$ cat src/rtl/vga_scan_timing.sv
// vga_scan_timing: 640x480@60 VGA raster timing with pixel-rate enable, counters, syncs and strobes.
// Define VGA_SYNC_ALIGN_EN to delay hsync/vsync/video_on by one pixel for a registered colour stage.
module vga_scan_timing #(
  parameter int H_VISIBLE   = 640,
  parameter int H_FRONT     = 16,
  parameter int H_SYNC      = 96,
  parameter int H_BACK      = 48,
  parameter int V_VISIBLE   = 480,
  parameter int V_FRONT     = 10,
  parameter int V_SYNC      = 2,
  parameter int V_BACK      = 33,
  parameter int CLK_DIV     = 2,
  parameter int SYNC_ACTIVE = 0
) (
  input  logic       clk,
  input  logic       reset,
  output logic [9:0] x,
  output logic [9:0] y,
  output logic       hsync,
  output logic       vsync,
  output logic       video_on,
  output logic       pixel_tick,
  output logic       line_start,
  output logic       frame_start
);
  localparam int DW = CLK_DIV > 1 ? $clog2(CLK_DIV) : 1;
  localparam logic [DW-1:0] DIV_LAST = DW'(CLK_DIV - 1);
  localparam logic [9:0] H_LAST   = 10'(H_VISIBLE + H_FRONT + H_SYNC + H_BACK - 1);
  localparam logic [9:0] V_LAST   = 10'(V_VISIBLE + V_FRONT + V_SYNC + V_BACK - 1);
  localparam logic [9:0] H_VIS    = 10'(H_VISIBLE);
  localparam logic [9:0] V_VIS    = 10'(V_VISIBLE);
  localparam logic [9:0] HS_START = 10'(H_VISIBLE + H_FRONT);
  localparam logic [9:0] HS_END   = 10'(H_VISIBLE + H_FRONT + H_SYNC);
  localparam logic [9:0] VS_START = 10'(V_VISIBLE + V_FRONT);
  localparam logic [9:0] VS_END   = 10'(V_VISIBLE + V_FRONT + V_SYNC);
  localparam logic       SA       = SYNC_ACTIVE != 0;
  logic [DW-1:0] div, div_n;
  logic [9:0] x_n, y_n, sx, sy;
  logic tick, tick_n, wrap_n, en;
  always_comb begin
    tick   = div == DIV_LAST;
    div_n  = tick ? '0 : div + 1'b1;
    x_n    = !tick ? x : (x == H_LAST) ? '0 : x + 10'd1;
    y_n    = !(tick && x == H_LAST) ? y : (y == V_LAST) ? '0 : y + 10'd1;
    tick_n = div_n == DIV_LAST;
    wrap_n = tick_n && x_n == H_LAST;
  end
  // Aligned build decodes the pixel just left, so the syncs trail x/y by one pixel.
`ifdef VGA_SYNC_ALIGN_EN
  assign {sx, sy, en} = {x, y, tick};
`else
  assign {sx, sy, en} = {x_n, y_n, 1'b1};
`endif
  always_ff @(posedge clk) begin
    if (reset) begin
      div         <= '0;
      x           <= '0;
      y           <= '0;
      pixel_tick  <= 1'b0;
      line_start  <= 1'b0;
      frame_start <= 1'b0;
    end else begin
      div         <= div_n;
      x           <= x_n;
      y           <= y_n;
      pixel_tick  <= tick_n;
      line_start  <= wrap_n;
      frame_start <= wrap_n && y_n == V_LAST;
    end
  end
  always_ff @(posedge clk) begin
    if (reset) begin
      hsync    <= ~SA;
      vsync    <= ~SA;
      video_on <= 1'b0;
    end else if (en) begin
      hsync    <= (sx >= HS_START && sx < HS_END) ? SA : ~SA;
      vsync    <= (sy >= VS_START && sy < VS_END) ? SA : ~SA;
      video_on <= sx < H_VIS && sy < V_VIS;
    end
  end
endmodule
$ cat config.mk
export PLATFORM = sky130hd
export DESIGN_NAME = vga_scan_timing
export DESIGN_NICKNAME = d
export VERILOG_FILES = /design/src/rtl/vga_scan_timing.sv
export SDC_FILE = /design/constraint.sdc
export NUM_CORES = 1
export LEC_CHECK = 0
export CAP_MARGIN = 0
export CORE_MARGIN = 2
export CORE_UTILIZATION = 54
export CTS_BUF_LIST = sky130_fd_sc_hd__clkbuf_4
export DETAILED_ROUTE_END_ITERATION = 10
export GPL_ROUTABILITY_DRIVEN = 0
export PLACE_DENSITY = 0.82
export SLEW_MARGIN = 0
export SYNTH_ARGS = -nofsm -noshare
export SYNTH_HDL_FRONTEND = slang
export SYNTH_SLANG_ARGS = --single-unit
$ cat constraint.sdc
create_clock -name clk -period 3 [get_ports clk]
set_clock_uncertainty 0.1 [all_clocks]
set_input_delay 0.75 -clock clk [delete_from_list [all_inputs] [get_ports clk]]
set_output_delay 0.75 -clock clk [all_outputs]
set_load 0.01 [all_outputs]
==> impl_metrics.py <==
metrics = {
    "floorplanning": {
        "dieArea_sq_mm": 0.003355,
        "core_sq_mm": 0.002758,
        "rows": 19,
        "die_w_um": 57.93,
        "start_util_pct": 56.94,
        "boundaryPins": 28,
        "die_y_um": 57.93,
    },
    "pwr": {
        "p_comb_share_pct": 6.5,
        "vdd_drop_max_v": 0.0002481,
        "p_seq_share_pct": 65.8,
        "finalPower_uw": 545.7,
        "pwr-share-clk_pct": 27.7,
        "intPower_uw": 418.3,
        "p_leak_nw": 0.6210,
        "p_sw_uw": 127.5,
        "power_density_mw_per_mm2": 289.8,
        "switching_share_pct": 23.35,
    },
    "flow_run": {
        "cap_violations": 0,
    },
    "cells_and_area": {
        "nNetsFinal": 216,
        "antenna_cells": 0,
        "fin_area_sq_mm": 0.001883,
        "fillers": 228,
        "drive_above_1_share_pct": 9.048,
        "multi_input_area_sq_um": 982.2,
        "syn_to_final_growth_pct": 19.92,
        "final-seq-area_sq_um": 520.5,
    },
    "place": {
        "port-buffer-count": 27,
        "postPlaceCellArea_sq_mm": 0.001857,
        "hpwlAfterDp_mm": 2.851,
    },
    "yosys": {
        "synth_top_family_by_area": "simple AND/OR/NAND/NOR gates",
        "syn_avg_cell_area_sq_um": 8.442,
        "ys.flop_type": "dfxtp_1",
        "synthCells": 186,
        "synth_compound_area_share_pct": 14.02,
        "synth_edf_count": 0,
        "synth_area_leaders": "dfxtp_1, a21oi_1, xnor2_1",
        "ys_warn_count": 0,
        "synth.distinct_cells": 46,
        "synth_fa_ha_area_share_pct": 2.390,
        "synth-simple-area-share_pct": 37.45,
        "synth_xor_area_share_pct": 6.693,
        "synth_area_sq_mm": 0.001570,
        "synth_mux_area_share_pct": 1.992,
        "yosysSeqAreaShare_pct": 33.15,
        "synth_top_area_share_pct": 33.15,
        "ys_async_sr_fraction_pct": 0,
        "syn-num-nets": 191,
        "synth_area_leader_cell": "dfxtp_1",
        "synth-seq-cells": 26,
    },
    "global_route": {
        "grt_pass1_vias": 1424,
        "grt_pass1_wl_mm": 6.575,
        "grt_overflow": 0,
        "antenna_found_initial": 0,
        "grt_max_degree": 22,
        "track_usage_pct": 24.67,
    },
    "detailed_routing": {
        "vias_per_cell": 6.336,
        "drt-wirelength-per-cell_um": 16.22,
        "ant_nets": 0,
        "dr.first_iter.drc_count": 130,
        "wl_mm": 3.908,
        "drc": 0,
        "dr.pass1.iters": 4,
        "routed-via-count": 1527,
    },
    "timing": {
        "finalHoldViolCount": 0,
        "post-route-period-util_pct": 89.07,
        "relSlewSlack_pct": 54.03,
        "period_needed_ps": 2672,
        "setup_viol": 0,
        "fin_setup_tns_ps": 0,
        "fmax_mhz": 374.2,
        "slew_violations": 0,
        "rsz0062_at_grt": "false",
        "tightest_slew_ps": 683.8,
    },
    "min_path": {
        "hold_depth": 2,
        "hold_class": "reg2reg",
    },
    "critical_path": {
        "startpoint_type": "register",
        "required_ps": 3110,
        "crit_type": "reg2reg",
        "cp.arrival_ps": 2790,
        "worstSetupEndpointType": "register",
        "critPathMaxFanout": 8,
        "ff2ff_path_depth": 7,
    },
    "clocking": {
        "path_clk_slew_ps": 140,
        "cts.repair.resized": 0,
        "root_buffer": "clkbuf_4",
        "clock_latency_ps": 320,
        "cts_setup_buffers": 0,
        "cts_buffer_depth": 2,
        "tritoncts": "done",
        "cts_sinks": 26,
        "postCtsHoldBufs": 0,
        "cts_max_level": 1,
        "cts_buffers": 3,
    },
    "status": {
        "status": "finished, final reports clean",
    },
}
-- metal layers --
metal  track usage [%]  part of all wire [%]  up-vias  wire [um]
li1                  -                     -      738          -
met1             35.75                    44      687       1739
met4             6.977                  0.87        0         34
met3             4.241                   9.8        6        383
met2             37.82                    45       96       1751
met5                 0                     0        -          0
-- registers in the layout, indices dropped and copies added (netlist names) --
register,cells
y,10
line_start,1
video_on,1
frame_start,1
hsync,1
vsync,1
div,1
x,10
-- power by group through the flow --
stage                     combinational (mW)  sequential (mW)  clock, mW
after floorplan                       0.0170            0.366          0
final                                 0.0355            0.359      0.151
after global routing                  0.0386            0.360      0.168
after detailed placement              0.0351            0.366          0
after CTS                             0.0355            0.359      0.156
after global placement                0.0348            0.366          0
-- kinds of logic after synthesis --
group	after synthesis
buffers and inverters	15
adders and majority gates	3
muxes	3
and+or+nand+nor	96
AOI/OAI and AO/OA	31
xor gates and xnor gates	12
DFF	26
-- cells in the final DEF, fill, tap and decap left out, types with 3 or more instances in the layout --
master / synthesis / layout
a21oi_1: 14 / 14
inv_1: 4 / 4
dfxtp_1: 26 / 26
and3_1: 6 / 6
buf_4: 2 / 4
ha_1: 3 / 3
clkbuf_4: 0 / 3
nand3_1: 10 / 10
nor4_2: 3 / 3
nand2_1: 14 / 14
nor4_1: 7 / 7
xor2_1: 4 / 4
o21ai_0: 4 / 4
nor3_1: 10 / 10
clkdlybuf4s50_1: 0 / 27
nand4_1: 8 / 8
xnor2_1: 8 / 8
nand2b_1: 3 / 3
nor2_1: 17 / 17
-- synth_stat cells (2+ instances only) --
library cell	instances
nand3_1	10
inv_1	4
a21oi_1	14
ha_1	3
nor4_2	3
mux2i_1	2
xnor2_1	8
nand3_2	2
nand2b_1	3
xor2_1	4
nand2_1	14
dfxtp_1	26
or3_1	2
buf_2	3
nor4_1	7
and3_1	6
nand3b_1	2
buf_4	2
or4_1	2
clkbuf_1	6
nor4b_2	2
nor3_1	10
a311oi_1	2
nor2_1	17
o21ai_0	4
nand4_1	8
-- worst paths after layout --
check / startpoint / end / slack, ps
setup reg to reg: x[0] / video_on / 330
hold reg to reg: x[1] / x[1] / 470
hold / removal: x[1] / x[1] / 470
setup / recovery: x[0] / video_on / 330
-- critical path, cell delays in order (launching register included) --
cell	delay, ps
dfxtp_1	470
ha_1	270
and2_1	290
nand4_4	190
or4_1	560
a22o_1	250
a2111oi_4	360
nor4b_2	90
-- area by class of cell --
type	count	share of cell area, %
Inverter	4	0.7973
Tap cell	31	2.060
Timing Repair Buffer	31	15.95
Sequential cell	26	27.64
Multi-Input combinational cell	145	52.16
Clock inverter	1	0.1993
Clock buffer	3	1.196
-- through the flow --
step	utilization (%)	cells	setup WS [ps]	hold slack, ps
after floorplan	-	186	511.5	439.3
after global placement	67.33	237	443.6	417.9
after detailed placement	67.33	237	344.3	444.1
after CTS	68.28	241	328.1	468.9
after global routing	68.28	241	160.6	524.8
final	68.28	241	327.8	471.3
Note: power is estimated with default switching activity, not from simulation.
